## config.mk

```make
export PLATFORM = sky130hd
export DESIGN_NAME = fifo_param_flat
export DESIGN_NICKNAME = d
export VERILOG_FILES = /design/src/rtl/fifo_pkg.sv /design/src/rtl/fifo_param_if.sv /design/src/rtl/fifo_ram.sv /design/src/rtl/fifo_param.sv /design/src/flat_wrapper.sv
export SDC_FILE = /design/constraint.sdc
export NUM_CORES = 1
export LEC_CHECK = 0
export CAP_MARGIN = 5
export CORE_ASPECT_RATIO = 1.1
export CORE_MARGIN = 4
export CORE_UTILIZATION = 50
export CTS_CLUSTER_SIZE = 20
export DETAILED_ROUTE_END_ITERATION = 10
export PLACE_DENSITY = 0.75
export RECOVER_POWER = 50
export SYNTH_ARGS = -nofsm -noshare
export SYNTH_HDL_FRONTEND = slang
export SYNTH_SLANG_ARGS = --single-unit
export TNS_END_PERCENT = 5
```

## constraint.sdc

```tcl
create_clock -name clk -period 2.5 [get_ports clk]
set_input_delay 0.5 -clock clk [delete_from_list [all_inputs] [get_ports clk]]
set_output_delay 0.5 -clock clk [all_outputs]
set_load 0.05 [all_outputs]
```

## src/rtl/fifo_pkg.sv

```systemverilog
// Shared constants and helpers for the parametrised FIFO.
package fifo_pkg;

  localparam int FIFO_MODE_STD  = 0;
  localparam int FIFO_MODE_FWFT = 1;

  // Occupancy ranges over 0..DEPTH, so one bit more than the address is needed.
  function automatic int cnt_width(input int addr_w);
    return addr_w + 1;
  endfunction

endpackage

```

## src/rtl/fifo_param_if.sv

```systemverilog
// Producer/consumer handshake bundle for fifo_param; slave is the FIFO side.
interface fifo_param_if #(
  parameter int DATA_W = 4,
  parameter int ADDR_W = 3
);
  import fifo_pkg::*;

  localparam int CNT_W = cnt_width(ADDR_W);

  logic              wr_vld;
  logic [DATA_W-1:0] wr_data;
  logic              rd_vld;
  logic [DATA_W-1:0] rd_data;
  logic              wr_full;
  logic              rd_empty;
  logic [CNT_W-1:0]  count;
  logic              almost_full;
  logic              almost_empty;
  logic              err_clr;
  logic              wr_ovf;
  logic              rd_udf;

  modport master (
    output wr_vld, wr_data, rd_vld, err_clr,
    input  rd_data, wr_full, rd_empty, count, almost_full, almost_empty, wr_ovf, rd_udf
  );

  modport slave (
    input  wr_vld, wr_data, rd_vld, err_clr,
    output rd_data, wr_full, rd_empty, count, almost_full, almost_empty, wr_ovf, rd_udf
  );

endinterface

```

## src/rtl/fifo_ram.sv

```systemverilog
// Simple dual-port storage: synchronous write, asynchronous read, no reset.
module fifo_ram #(
  parameter int DATA_W = 4,
  parameter int ADDR_W = 3
) (
  input  logic              clk,
  input  logic              we_i,
  input  logic [ADDR_W-1:0] waddr_i,
  input  logic [DATA_W-1:0] wdata_i,
  input  logic [ADDR_W-1:0] raddr_i,
  output logic [DATA_W-1:0] rdata_o
);

  logic [DATA_W-1:0] mem_q [2**ADDR_W];

  always_ff @(posedge clk) begin
    if (we_i) mem_q[waddr_i] <= wdata_i;
  end

  assign rdata_o = mem_q[raddr_i];

endmodule

```

## src/rtl/fifo_param.sv

```systemverilog
// Parametrised single-clock FIFO with standard or first-word-fall-through output,
// occupancy count, almost flags and sticky overflow/underflow errors.
module fifo_param
  import fifo_pkg::*;
#(
  parameter int DATA_W    = 4,
  parameter int ADDR_W    = 3,
  parameter int MODE      = FIFO_MODE_STD,
  parameter int AFULL_TH  = (2**ADDR_W) - 2,
  parameter int AEMPTY_TH = 1
) (
  input logic         clk,
  input logic         rst_n,
  fifo_param_if.slave bus
);

  localparam int DEPTH = 2**ADDR_W;
  localparam int CNT_W = cnt_width(ADDR_W);
  localparam logic [ADDR_W:0] PTR_ONE = (ADDR_W+1)'(1);

  logic [ADDR_W:0]   wr_ptr_q, wr_ptr_d, rd_ptr_q, rd_ptr_d;
  logic [CNT_W-1:0]  count_q, count_d;
  logic [DATA_W-1:0] rd_data_q, rd_data_d;
  logic              wr_full_q, wr_full_d, rd_empty_q, rd_empty_d;
  logic              afull_q, afull_d, aempty_q, aempty_d;
  logic              ovf_q, ovf_d, udf_q, udf_d;
  logic              wr_acc, rd_acc, mem_empty, mem_we;
  logic [DATA_W-1:0] mem_rdata;

  fifo_ram #(.DATA_W(DATA_W), .ADDR_W(ADDR_W)) u_ram (
    .clk     (clk),
    .we_i    (mem_we),
    .waddr_i (wr_ptr_q[ADDR_W-1:0]),
    .wdata_i (bus.wr_data),
    .raddr_i (rd_ptr_q[ADDR_W-1:0]),
    .rdata_o (mem_rdata)
  );

  always_comb begin
    wr_acc    = bus.wr_vld && !wr_full_q;
    rd_acc    = bus.rd_vld && !rd_empty_q;
    mem_empty = (wr_ptr_q == rd_ptr_q);
    wr_ptr_d  = wr_ptr_q;
    rd_ptr_d  = rd_ptr_q;
    rd_data_d = rd_data_q;
    mem_we    = 1'b0;

    if (MODE == FIFO_MODE_FWFT) begin
      // The output register is the head word; memory only holds the words behind it.
      if (rd_acc) begin
        if (!mem_empty) begin
          rd_data_d = mem_rdata;
          rd_ptr_d  = rd_ptr_q + PTR_ONE;
          mem_we    = wr_acc;
        end else if (wr_acc) begin
          rd_data_d = bus.wr_data;
        end
      end else if (wr_acc) begin
        if (rd_empty_q) rd_data_d = bus.wr_data;
        else            mem_we    = 1'b1;
      end
    end else begin
      mem_we = wr_acc;
      if (rd_acc) begin
        rd_data_d = mem_rdata;
        rd_ptr_d  = rd_ptr_q + PTR_ONE;
      end
    end

    if (mem_we) wr_ptr_d = wr_ptr_q + PTR_ONE;

    // Flags come from the next-state count so they carry no extra cycle of lag.
    count_d    = count_q + CNT_W'(wr_acc) - CNT_W'(rd_acc);
    wr_full_d  = (count_d == CNT_W'(DEPTH));
    rd_empty_d = (count_d == '0);
    afull_d    = (count_d >= CNT_W'(AFULL_TH));
    aempty_d   = (count_d <= CNT_W'(AEMPTY_TH));
    ovf_d      = (bus.wr_vld && wr_full_q)  || (ovf_q && !bus.err_clr);
    udf_d      = (bus.rd_vld && rd_empty_q) || (udf_q && !bus.err_clr);
  end

  always_ff @(posedge clk or negedge rst_n) begin
    if (!rst_n) begin
      wr_ptr_q   <= '0;
      rd_ptr_q   <= '0;
      count_q    <= '0;
      rd_data_q  <= '0;
      wr_full_q  <= 1'b0;
      rd_empty_q <= 1'b1;
      afull_q    <= 1'b0;
      aempty_q   <= 1'b1;
      ovf_q      <= 1'b0;
      udf_q      <= 1'b0;
    end else begin
      wr_ptr_q   <= wr_ptr_d;
      rd_ptr_q   <= rd_ptr_d;
      count_q    <= count_d;
      rd_data_q  <= rd_data_d;
      wr_full_q  <= wr_full_d;
      rd_empty_q <= rd_empty_d;
      afull_q    <= afull_d;
      aempty_q   <= aempty_d;
      ovf_q      <= ovf_d;
      udf_q      <= udf_d;
    end
  end

  assign bus.rd_data      = rd_data_q;
  assign bus.count        = count_q;
  assign bus.wr_full      = wr_full_q;
  assign bus.rd_empty     = rd_empty_q;
  assign bus.almost_full  = afull_q;
  assign bus.almost_empty = aempty_q;
  assign bus.wr_ovf       = ovf_q;
  assign bus.rd_udf       = udf_q;

endmodule
```

## src/flat_wrapper.sv

```systemverilog
// flat-port wrapper written by rule: the top's interface ports become plain ports
module fifo_param_flat import fifo_pkg::*;
#(
  parameter int DATA_W    = 4,
  parameter int ADDR_W    = 3,
  parameter int MODE      = FIFO_MODE_STD,
  parameter int AFULL_TH  = (2**ADDR_W) - 2,
  parameter int AEMPTY_TH = 1
)
  (clk, rst_n, bus_wr_vld, bus_wr_data, bus_rd_vld, bus_err_clr, bus_rd_data, bus_wr_full, bus_rd_empty, bus_count, bus_almost_full, bus_almost_empty, bus_wr_ovf, bus_rd_udf);
  fifo_param_if #(.DATA_W(DATA_W), .ADDR_W(ADDR_W)) bus_i ();
  input logic clk;
  input logic rst_n;
  input wire logic [$bits(bus_i.wr_vld)-1:0] bus_wr_vld;
  input wire logic [$bits(bus_i.wr_data)-1:0] bus_wr_data;
  input wire logic [$bits(bus_i.rd_vld)-1:0] bus_rd_vld;
  input wire logic [$bits(bus_i.err_clr)-1:0] bus_err_clr;
  output wire logic [$bits(bus_i.rd_data)-1:0] bus_rd_data;
  output wire logic [$bits(bus_i.wr_full)-1:0] bus_wr_full;
  output wire logic [$bits(bus_i.rd_empty)-1:0] bus_rd_empty;
  output wire logic [$bits(bus_i.count)-1:0] bus_count;
  output wire logic [$bits(bus_i.almost_full)-1:0] bus_almost_full;
  output wire logic [$bits(bus_i.almost_empty)-1:0] bus_almost_empty;
  output wire logic [$bits(bus_i.wr_ovf)-1:0] bus_wr_ovf;
  output wire logic [$bits(bus_i.rd_udf)-1:0] bus_rd_udf;
  assign bus_i.wr_vld = bus_wr_vld;
  assign bus_i.wr_data = bus_wr_data;
  assign bus_i.rd_vld = bus_rd_vld;
  assign bus_i.err_clr = bus_err_clr;
  assign bus_rd_data = bus_i.rd_data;
  assign bus_wr_full = bus_i.wr_full;
  assign bus_rd_empty = bus_i.rd_empty;
  assign bus_count = bus_i.count;
  assign bus_almost_full = bus_i.almost_full;
  assign bus_almost_empty = bus_i.almost_empty;
  assign bus_wr_ovf = bus_i.wr_ovf;
  assign bus_rd_udf = bus_i.rd_udf;
  fifo_param #(.DATA_W(DATA_W), .ADDR_W(ADDR_W), .MODE(MODE), .AFULL_TH(AFULL_TH), .AEMPTY_TH(AEMPTY_TH)) u_core (.clk(clk), .rst_n(rst_n), .bus(bus_i));
endmodule
```

==> impl_results.html, run 1 <==
<table>
<tr><th>Metric</th><th>Value</th></tr>
<tr><th colspan="2">Floorplanning</th></tr>
<tr><td>Width of the chip</td><td>approximately 71 um</td></tr>
<tr><td>Starting utilization of the core area</td><td>53.0%</td></tr>
<tr><td>Height of the die</td><td>around 77 um</td></tr>
<tr><td>Standard cell core area</td><td>4050 um^2</td></tr>
<tr><td>Placement row count</td><td>24</td></tr>
<tr><td>Die area</td><td>5410 um^2</td></tr>
<tr><td>Number of I/O pins</td><td>23</td></tr>
<tr><th colspan="2">Logic synthesis</th></tr>
<tr><td>Post-synth net total</td><td>158</td></tr>
<tr><td>Largest family of logic cells by synthesized area</td><td>multiplexers</td></tr>
<tr><td>Commonest register cell after synthesis</td><td>sky130_fd_sc_hd__edfxtp_1</td></tr>
<tr><td>Async set-reset flop share out of synthesis</td><td>between 30% and 40%</td></tr>
<tr><td>Multiplexer area fraction after synthesis</td><td>between 10% and 20%</td></tr>
<tr><td>Cells taking the most area after synthesis</td><td>sky130_fd_sc_hd__edfxtp_1, sky130_fd_sc_hd__dfrtp_1, sky130_fd_sc_hd__mux2i_1</td></tr>
<tr><td>Most area-hungry cell type in the Yosys netlist</td><td>sky130_fd_sc_hd__edfxtp_1</td></tr>
<tr><td>Commonest cells in the netlist</td><td>sky130_fd_sc_hd__edfxtp_1, sky130_fd_sc_hd__dfrtp_1, sky130_fd_sc_hd__mux2i_1</td></tr>
<tr><td>Compound-gate portion of the synthesized area</td><td>under 10%</td></tr>
<tr><td>Netlist Area Pre-Place</td><td>~2100 um^2</td></tr>
<tr><td>Number of enable-type register cells in the synthesized netlist</td><td>32</td></tr>
<tr><td>Count of yosys warnings during synthesis</td><td>0</td></tr>
<tr><td>Post-synthesis xor/xnor area fraction</td><td>2.85%</td></tr>
<tr><td>Mean instance size in the synthesized netlist</td><td>between 15 and 20 um^2</td></tr>
<tr><td>Cells after synthesis</td><td>roughly 140</td></tr>
<tr><td>Sequential share of the synthesized area</td><td>approximately two thirds</td></tr>
<tr><td>Area fraction of the dominant cell type after synthesis</td><td>44.7%</td></tr>
<tr><td>Post-synthesis adder-cell area fraction</td><td>about 4.4%</td></tr>
<tr><td>Number of storage elements in the synthesis netlist</td><td>52</td></tr>
<tr><td>Number of different library cells in the post-synthesis netlist</td><td>24</td></tr>
<tr><td>Simple-gate area share of the yosys netlist</td><td>slightly above 6%</td></tr>
<tr><td>Most common cell in the netlist</td><td>sky130_fd_sc_hd__edfxtp_1</td></tr>
<tr><th colspan="2">STA</th></tr>
<tr><td>Final setup violation count</td><td>0</td></tr>
<tr><td>Maximum clock frequency</td><td>0.438 GHz</td></tr>
<tr><td>Clk_skew</td><td>around 0.010 ns</td></tr>
<tr><td>Post-layout minimum cycle time</td><td>2.28 ns</td></tr>
<tr><td>Post-Route Hold Slack</td><td>about 0.49 ns</td></tr>
<tr><td>Worst slew margin relative to its limit</td><td>between 20% and 30%</td></tr>
<tr><td>Unrepaired setup endpoints after global routing</td><td>false</td></tr>
<tr><td>Part of the cycle the worst path needs</td><td>91.4%</td></tr>
<tr><td>Number of pins exceeding their max-slew limit in the final report</td><td>0</td></tr>
<tr><td>Final hold violations</td><td>0</td></tr>
<tr><td>Transition time at the pin with the least slew margin</td><td>around 1.1 ns</td></tr>
<tr><td>Worst path setup slack after routing</td><td>roughly 0.22 ns</td></tr>
<tr><th colspan="2">Critical path</th></tr>
<tr><td>Endpoint arrival time on the critical path</td><td>approximately 2.5 ns</td></tr>
<tr><td>Startpoint type of the worst setup path</td><td>primary input</td></tr>
<tr><td>Required @ worst endpoint</td><td>around 2.7 ns</td></tr>
<tr><td>Critical register-to-register path startpoint</td><td>u_core.bus.rd_empty</td></tr>
<tr><td>Critical Path Fanout Max</td><td>3</td></tr>
<tr><td>Reg-to-reg setup timing slack</td><td>around 0.29 ns</td></tr>
<tr><td>Worst setup path category</td><td>primary input to register</td></tr>
<tr><td>Critical R2R Capture</td><td>u_core.bus.wr_full</td></tr>
<tr><td>CP endpoint kind</td><td>register</td></tr>
<tr><td>Worst-case reg-to-reg path depth</td><td>10</td></tr>
<tr><th colspan="2">CTS</th></tr>
<tr><td>Number of sinks driven by the clock tree</td><td>52</td></tr>
<tr><td>Clock edge transition at the registers on the reported setup and hold paths</td><td>roughly 0.080 ns</td></tr>
<tr><td>Root Driver</td><td>sky130_fd_sc_hd__clkbuf_8</td></tr>
<tr><td>Clock insertion delay at the later pin of the skew report</td><td>0.30 ns</td></tr>
<tr><td>Clock buffer count from CTS</td><td>5</td></tr>
<tr><td>Hold-fix buffers at CTS</td><td>0</td></tr>
<tr><td>Number of setup buffers added after CTS</td><td>0</td></tr>
<tr><td>Post-CTS resize count</td><td>0</td></tr>
<tr><td>Clock tree from TritonCTS</td><td>done</td></tr>
<tr><td>H-tree level count</td><td>2</td></tr>
<tr><td>Clock tree buffer depth</td><td>2</td></tr>
<tr><th colspan="2">Detailed routing</th></tr>
<tr><td>Initial DRT Pass Iterations</td><td>4</td></tr>
<tr><td>Drt total wl</td><td>3320 um</td></tr>
<tr><td>Routed via count divided by cell count</td><td>between 4 and 5</td></tr>
<tr><td>Remaining design rule violation count</td><td>0</td></tr>
<tr><td>Post-detailed-route count of antenna-violating nets</td><td>0</td></tr>
<tr><td>Violation count after the first detailed-route iteration</td><td>65</td></tr>
<tr><td>Via count</td><td>1130</td></tr>
<tr><td>Routed WL per cell</td><td>about 15 um</td></tr>
<tr><th colspan="2">Placement</th></tr>
<tr><td>Placer congestion estimate</td><td>~0.76</td></tr>
<tr><td>Total of buffers placed on input and output ports</td><td>22</td></tr>
<tr><td>Worst setup timing slack at the placement stage</td><td>-0.0980 ns</td></tr>
<tr><td>Placed cell areas</td><td>2450 um^2</td></tr>
<tr><td>Final HPWL from detailed placement</td><td>roughly 2500 um</td></tr>
<tr><th colspan="2">Pwr</th></tr>
<tr><td>Power density relative to cell area</td><td>about 1200 nW/um^2</td></tr>
<tr><td>Static power due to leakage</td><td>roughly 1.0 nW</td></tr>
<tr><td>Max rail drop VDD</td><td>between 0.0007 and 0.0008 V</td></tr>
<tr><td>Total design power</td><td>3.11 mW</td></tr>
<tr><th colspan="2">Min path</th></tr>
<tr><td>HP Class</td><td>register to register</td></tr>
<tr><td>Hold path startpoint</td><td>u_core.bus.rd_data[3]</td></tr>
<tr><td>Worst min-delay path endpoint</td><td>u_core.bus.rd_data[3]</td></tr>
<tr><td>Number of cells on the worst hold path</td><td>2</td></tr>
<tr><th colspan="2">GRT</th></tr>
<tr><td>Pin count of the biggest net entering global routing</td><td>21</td></tr>
<tr><td>Number of antenna violations at the first check in global routing</td><td>0</td></tr>
<tr><td>Remaining global-route overflow</td><td>0</td></tr>
<tr><td>Tot GR Track Use</td><td>roughly 14%</td></tr>
<tr><td>First-pass GRT wire length</td><td>approximately 5700 um</td></tr>
<tr><td>Vias in the first global route</td><td>between 1000 and 1500</td></tr>
<tr><th colspan="2">Run</th></tr>
<tr><td>Number of max-capacitance violations reported</td><td>0</td></tr>
<tr><th colspan="2">Finish</th></tr>
<tr><td>Synth-to-Final Area Change</td><td>17.4%</td></tr>
<tr><td>Number of inserted diodes</td><td>0</td></tr>
<tr><td>Fill cell instance count of the final layout</td><td>between 300 and 400</td></tr>
<tr><td>Share of post-route cells with drive strength above 1</td><td>between 10% and 20%</td></tr>
<tr><td>Final layout net count</td><td>between 150 and 200</td></tr>
<tr><td>Final instance area</td><td>2520 um^2</td></tr>
<tr><th colspan="2">Run status</th></tr>
<tr><td>Status</td><td>complete, no violations</td></tr>
</table>
==> worst max-delay path: stages <==
cell and delay [ns]:
sky130_fd_sc_hd__clkdlybuf4s50_1 0.48, sky130_fd_sc_hd__nand2b_1 0.07, sky130_fd_sc_hd__inv_1 0.08, sky130_fd_sc_hd__ha_1 0.22, sky130_fd_sc_hd__inv_1 0.06, sky130_fd_sc_hd__ha_1 0.17
sky130_fd_sc_hd__inv_1 0.06, sky130_fd_sc_hd__fa_1 0.37, sky130_fd_sc_hd__xor2_1 0.18, sky130_fd_sc_hd__nand2_1 0.11, sky130_fd_sc_hd__nor3b_1 0.19
==> power by group <==
| group | total, mW | switching, mW | internal (mW) |
|---|---|---|---|
| clock | 0.442 | 0.245 | 0.197 |
| combinational | 1.38 | 0.796 | 0.581 |
| sequential | 1.29 | 0.148 | 1.15 |
| total | 3.11 | 1.19 | 1.92 |
==> layout by cell type, fill, tap and decap left out <==
cell type                         instances
sky130_fd_sc_hd__mux4_2                   4
sky130_fd_sc_hd__mux2_2                   1
sky130_fd_sc_hd__fa_1                     1
sky130_fd_sc_hd__nor2_1                   7
sky130_fd_sc_hd__clkbuf_8                 5
sky130_fd_sc_hd__nor3_1                   3
sky130_fd_sc_hd__o21ai_1                  4
sky130_fd_sc_hd__buf_4                    4
sky130_fd_sc_hd__xnor2_1                  5
sky130_fd_sc_hd__nor3b_1                  1
sky130_fd_sc_hd__nor2b_1                  1
sky130_fd_sc_hd__ha_1                     6
sky130_fd_sc_hd__inv_1                   11
sky130_fd_sc_hd__a21o_1                   2
sky130_fd_sc_hd__clkbuf_4                 1
sky130_fd_sc_hd__clkdlybuf4s50_1         16
sky130_fd_sc_hd__nand2_1                 14
sky130_fd_sc_hd__dlygate4sd3_1            6
sky130_fd_sc_hd__dfstp_2                  2
sky130_fd_sc_hd__edfxtp_1                32
sky130_fd_sc_hd__nand2b_1                 4
sky130_fd_sc_hd__clkinv_2                 1
sky130_fd_sc_hd__mux2i_1                 16
sky130_fd_sc_hd__o21ai_0                  2
sky130_fd_sc_hd__clkbuf_1                 5
sky130_fd_sc_hd__xor2_1                   2
sky130_fd_sc_hd__a21oi_1                  1
sky130_fd_sc_hd__dfrtp_1                 18
==> registers in the layout, indices dropped and copies added (netlist names) <==
signal / flops
u_core.bus.count: 4
u_core.rd_ptr_q: 3
u_core.bus.wr_ovf: 1
u_core.u_ram.mem_q: 32
u_core.bus.wr_full: 1
u_core.bus.rd_udf: 1
u_core.wr_ptr_q: 3
u_core.bus.almost_full: 1
u_core.bus.rd_data: 4
u_core.bus.rd_empty: 1
u_core.bus.almost_empty: 1
==> cell type report <==
type | count | area [um^2] | area share [%]
Sequential cell | 52 | 1460 | 58.1
Multi-Input combinational cell | 74 | 601 | 23.8
Timing Repair Buffer | 30 | 269 | 10.7
Clock buffer | 7 | 76.3 | 3.03
Tap cell | 52 | 65.1 | 2.58
Inverter | 11 | 41.3 | 1.64
Clock inverter | 1 | 5.00 | 0.199
==> layer usage <==
layer	share of wire, %	vias up	wire length [um]	global-route usage, %
met5	0	-	0	0
met3	3.6	2	120	4.44
met1	42	556	1410	16.6
met2	54	17	1780	22.6
li1	-	555	-	-
met4	0.45	0	15	5.17
==> logic make-up (layout without fill, tap and decap cells) <==
logic type | count (synthesis) | after routing
AND/OR/NAND/NOR | 30 | 30
buffers and inverters | 16 | 49
multiplexers | 21 | 21
adder cells (fa/ha/maj) | 7 | 7
flip-flops | 52 | 52
AO/OA/AOI/OAI | 9 | 9
XOR/XNOR | 7 | 7
==> worst max-delay path by stage <==
stage                        startpoint                     end  slack (ns)
global route                 bus_rd_vld      u_core.bus.wr_full         0.1
floorplan           u_core.bus.rd_empty  u_core.bus.almost_full        0.23
global placement             bus_rd_vld      u_core.bus.wr_full       -0.01
detailed placement           bus_rd_vld      u_core.bus.wr_full        -0.1
finish                       bus_rd_vld      u_core.bus.wr_full        0.22
CTS                          bus_rd_vld      u_core.bus.wr_full        0.22
==> metrics by stage <==
stage	instances	TNS, ns	util (%)
2_1_floorplan	142	0	-
3_3_place_gp	219	-0.0262	60.5
6_report	227	0	62.2
5_1_grt	227	0	62.2
3_5_place_dp	219	-0.210	60.5
4_1_cts	227	0	62.5
No activity file was read; power rests on OpenSTA's default activity.
==> run 2, diff against run 1 <==
clock period = 2.4 ns   (was 2.5 ns; I/O delays follow)
==> run 2 against run 1 <==
  * Utilization increased by 0.43 points
  * Sequential power grew 5%
  * Final cell count unchanged
  * Combinational power rose by 11%
  * Setup slack got worse by 0.11 ns
  * Clock-buffer cell count unchanged
  * Critical endpoint unchanged
  * Largest power group unchanged
  * Highest routed layer unchanged
==> impl_results.html, run 2 (synthesis results as in run 1) <==
<table>
<tr><th>Metric</th><th>Value</th></tr>
<tr><th colspan="2">Run status</th></tr>
<tr><td>Status</td><td>complete, no violations</td></tr>
<tr><th colspan="2">Floorplanning</th></tr>
<tr><td>Starting utilization of the core area</td><td>53.0% (unchanged)</td></tr>
<tr><td>Die area</td><td>5410 um^2 (unchanged)</td></tr>
<tr><td>Height of the die</td><td>76.8 um (unchanged)</td></tr>
<tr><td>Number of I/O pins</td><td>23 (unchanged)</td></tr>
<tr><td>Standard cell core area</td><td>4050 um^2 (unchanged)</td></tr>
<tr><td>Placement row count</td><td>24 (unchanged)</td></tr>
<tr><td>Width of the chip</td><td>70.5 um (unchanged)</td></tr>
<tr><th colspan="2">Critical path</th></tr>
<tr><td>Delay of the slowest cell on the worst path</td><td>0.47 ns (about the same)</td></tr>
<tr><td>Worst-case reg-to-reg path depth</td><td>10 (unchanged)</td></tr>
<tr><td>Critical Path Fanout Max</td><td>3 (unchanged)</td></tr>
<tr><td>Required @ worst endpoint</td><td>2.61 ns (-0.10 ns)</td></tr>
<tr><td>Startpoint type of the worst setup path</td><td>primary input</td></tr>
<tr><td>CP Cell Sequence</td><td>clkdlybuf4s50_1 &gt; nand2b_1 &gt; inv_1 &gt; ha_1 &gt; inv_1 &gt; ha_1 &gt; inv_1 &gt; fa_1 &gt; xor2_2 &gt; nand2_1 &gt; nor3b_1</td></tr>
<tr><td>Critical path's most frequent cell</td><td>sky130_fd_sc_hd__inv_1</td></tr>
<tr><td>CP endpoint kind</td><td>register</td></tr>
<tr><td>Reg-to-reg setup timing slack</td><td>0.15 ns (-0.14 ns)</td></tr>
<tr><td>Worst setup path category</td><td>primary input to register</td></tr>
<tr><td>Critical register-to-register path startpoint</td><td>u_core.bus.rd_empty</td></tr>
<tr><td>Highest-delay cell along the critical path</td><td>sky130_fd_sc_hd__clkdlybuf4s50_1</td></tr>
<tr><td>Dominant delay contributor by cell family on the critical path</td><td>adder cells</td></tr>
<tr><td>Bufs and invs on worst path</td><td>4 (unchanged)</td></tr>
<tr><td>Endpoint arrival time on the critical path</td><td>2.50 ns (about the same)</td></tr>
<tr><td>Critical R2R Capture</td><td>u_core.bus.wr_full</td></tr>
<tr><th colspan="2">GRT</th></tr>
<tr><td>Pin count of the biggest net entering global routing</td><td>19 (-9.5%)</td></tr>
<tr><td>First-pass GRT wire length</td><td>5840 um (+3.3%)</td></tr>
<tr><td>Vias in the first global route</td><td>1192 (+0.34%)</td></tr>
<tr><td>Tot GR Track Use</td><td>14.1% (+0.47 points)</td></tr>
<tr><td>Number of antenna violations at the first check in global routing</td><td>0 (unchanged)</td></tr>
<tr><td>Remaining global-route overflow</td><td>0 (unchanged)</td></tr>
<tr><th colspan="2">STA</th></tr>
<tr><td>Part of the cycle the worst path needs</td><td>a little over nine tenths</td></tr>
<tr><td>Total negative setup slack</td><td>0 ns (unchanged)</td></tr>
<tr><td>Maximum clock frequency</td><td>0.436 GHz</td></tr>
<tr><td>Unrepaired setup endpoints after global routing</td><td>false</td></tr>
<tr><td>Transition time at the pin with the least slew margin</td><td>0.602 ns (-0.471 ns)</td></tr>
<tr><td>Final hold violations</td><td>0 (unchanged)</td></tr>
<tr><td>Post-layout minimum cycle time</td><td>between 2 and 2.5 ns</td></tr>
<tr><td>Worst slew margin relative to its limit</td><td>59.7% (+31 points)</td></tr>
<tr><td>Final setup violation count</td><td>0 (unchanged)</td></tr>
<tr><td>Clk_skew</td><td>0.00972 ns (-0.000536 ns)</td></tr>
<tr><td>Number of pins exceeding their max-slew limit in the final report</td><td>0 (unchanged)</td></tr>
<tr><td>Worst path setup slack after routing</td><td>0.105 ns (-0.111 ns)</td></tr>
<tr><th colspan="2">Detailed routing</th></tr>
<tr><td>Routed WL per cell</td><td>15.7 um (+7.4%)</td></tr>
<tr><td>Post-detailed-route count of antenna-violating nets</td><td>0 (unchanged)</td></tr>
<tr><td>Via count</td><td>1170 (+3.5%)</td></tr>
<tr><td>Initial DRT Pass Iterations</td><td>4 (unchanged)</td></tr>
<tr><td>Violation count after the first detailed-route iteration</td><td>36 (-45%)</td></tr>
<tr><td>Drt total wl</td><td>3570 um (+7.4%)</td></tr>
<tr><td>Remaining design rule violation count</td><td>0 (unchanged)</td></tr>
<tr><td>Routed via count divided by cell count</td><td>5.15 (+3.5%)</td></tr>
<tr><th colspan="2">Pwr</th></tr>
<tr><td>Static power due to leakage</td><td>1.01 nW (+0.51%)</td></tr>
<tr><td>Max rail drop VDD</td><td>0.000697 V (-12%)</td></tr>
<tr><td>Power density relative to cell area</td><td>1310 nW/um^2 (+6.5%)</td></tr>
<tr><th colspan="2">Finish</th></tr>
<tr><td>Total area of multi-input combinational cells</td><td>619 um^2 (+3.1%)</td></tr>
<tr><td>FF+latch area</td><td>1460 um^2 (unchanged)</td></tr>
<tr><td>Final instance area</td><td>2540 um^2 (+0.69%)</td></tr>
<tr><td>Fill cell instance count of the final layout</td><td>315 (-1.3%)</td></tr>
<tr><td>Biggest register</td><td>u_core.u_ram.mem_q</td></tr>
<tr><td>Final layout net count</td><td>190 (unchanged)</td></tr>
<tr><td>Number of inserted diodes</td><td>0 (unchanged)</td></tr>
<tr><td>Synth-to-Final Area Change</td><td>18.2%</td></tr>
<tr><td>Flip-flop count of the largest register, all copies and words added</td><td>32 (unchanged)</td></tr>
<tr><td>Share of post-route cells with drive strength above 1</td><td>11.4% (+1.1 points)</td></tr>
<tr><td>Most common library cell in the layout ignoring fill and taps</td><td>sky130_fd_sc_hd__edfxtp_1</td></tr>
<tr><td>Number of non-filler instances in the completed layout</td><td>227 (unchanged)</td></tr>
<tr><td>Commonest cells after routing, fill and taps aside</td><td>sky130_fd_sc_hd__edfxtp_1, sky130_fd_sc_hd__dfrtp_1, sky130_fd_sc_hd__mux2i_1, sky130_fd_sc_hd__clkdlybuf4s50_1, sky130_fd_sc_hd__nand2_1</td></tr>
<tr><th colspan="2">CTS</th></tr>
<tr><td>Clock buffer count from CTS</td><td>5 (unchanged)</td></tr>
<tr><td>Clock edge transition at the registers on the reported setup and hold paths</td><td>0.09 ns (about the same)</td></tr>
<tr><td>Hold-fix buffers at CTS</td><td>0 (unchanged)</td></tr>
<tr><td>Root Driver</td><td>sky130_fd_sc_hd__clkbuf_8</td></tr>
<tr><td>Number of sinks driven by the clock tree</td><td>52 (unchanged)</td></tr>
<tr><td>H-tree level count</td><td>2 (unchanged)</td></tr>
<tr><td>Clock tree from TritonCTS</td><td>done</td></tr>
<tr><td>Clock tree buffer depth</td><td>2 (unchanged)</td></tr>
<tr><td>Number of setup buffers added after CTS</td><td>0 (unchanged)</td></tr>
<tr><td>Clock insertion delay at the later pin of the skew report</td><td>0.29 ns (about the same)</td></tr>
<tr><th colspan="2">Placement</th></tr>
<tr><td>Placed cell areas</td><td>2450 um^2 (unchanged)</td></tr>
<tr><td>Final HPWL from detailed placement</td><td>2780 um (+11%)</td></tr>
<tr><td>Worst setup timing slack at the placement stage</td><td>-0.260 ns (-0.162 ns)</td></tr>
<tr><td>Placer congestion estimate</td><td>0.751 (-0.61%)</td></tr>
<tr><td>Placed Instances</td><td>219 (unchanged)</td></tr>
<tr><td>Total of buffers placed on input and output ports</td><td>22 (unchanged)</td></tr>
<tr><th colspan="2">Min path</th></tr>
<tr><td>Worst min-delay path endpoint</td><td>u_core.bus.rd_data[2]</td></tr>
<tr><td>Hold path startpoint</td><td>u_core.bus.rd_data[2]</td></tr>
<tr><td>HP Class</td><td>register to register</td></tr>
<tr><td>Number of cells on the worst hold path</td><td>2 (unchanged)</td></tr>
<tr><th colspan="2">Run</th></tr>
<tr><td>Number of max-capacitance violations reported</td><td>0 (unchanged)</td></tr>
</table>
-- run 2: worst max path at each step --
stage | from | endpoint | slack (ns) | cells after the start
global placement | bus_rd_vld | u_core.bus.wr_full | -0.09 | 11
CTS | bus_rd_vld | u_core.bus.wr_full | 0.06 | 11
floorplan | u_core.bus.rd_empty | u_core.bus.almost_full | 0.13 | 10
finish | bus_rd_vld | u_core.bus.wr_full | 0.10 | 11
global route | bus_rd_vld | u_core.bus.wr_full | 0.0004 | 11
detailed placement | bus_rd_vld | u_core.bus.wr_full | -0.26 | 11
-- run 2: area by class of cell --
type / instances / share of cell area, %
clock inverter: 1 / 0.148
multi-input combinational: 74 / 24.4
timing repair buffer: 30 / 10.6
inverter: 11 / 1.63
tap: 52 / 2.56
sequential: 52 / 57.7
clock buffer: 7 / 3.01
-- run 2: worst min-delay path, stage by stage (launching register included) --
cell and delay [ns]:
sky130_fd_sc_hd__dfrtp_1 0.35, sky130_fd_sc_hd__nand2_1 0.05, sky130_fd_sc_hd__o21ai_1 0.06
-- run 2: what timing repair did --
item / 4_1_cts / 5_1_grt
hold endpoints to repair: 0 / 0
setup endpoints to repair: 0 / 2
resized for setup: 0 / 3
-- run 2: metrics by stage --
| step | util [%] | hold slack (ns) | total power [mW] |
|---|---|---|---|
| 2_1_floorplan | - | 0.184 | 2.45 |
| 3_3_place_gp | 60.5 | 0.466 | 2.76 |
| 3_5_place_dp | 60.5 | 0.476 | 2.86 |
| 4_1_cts | 62.4 | 0.497 | 3.32 |
| 5_1_grt | 62.6 | 0.533 | 3.54 |
| 6_report | 62.6 | 0.489 | 3.34 |
-- run 2: power breakdown --
group / switching, mW / total, mW / internal (mW)
Sequential: 0.155 / 1.35 / 1.19
Combinational: 0.884 / 1.53 / 0.647
Clock: 0.254 / 0.457 / 0.203
-- run 2: layer usage --
| metal | wire length [um] | GRT usage (%) |
|---|---|---|
| met4 | 33 | 6.13 |
| met2 | 1970 | 24.1 |
| met5 | 0 | 0 |
| met1 | 1440 | 16.9 |
| met3 | 119 | 3.40 |
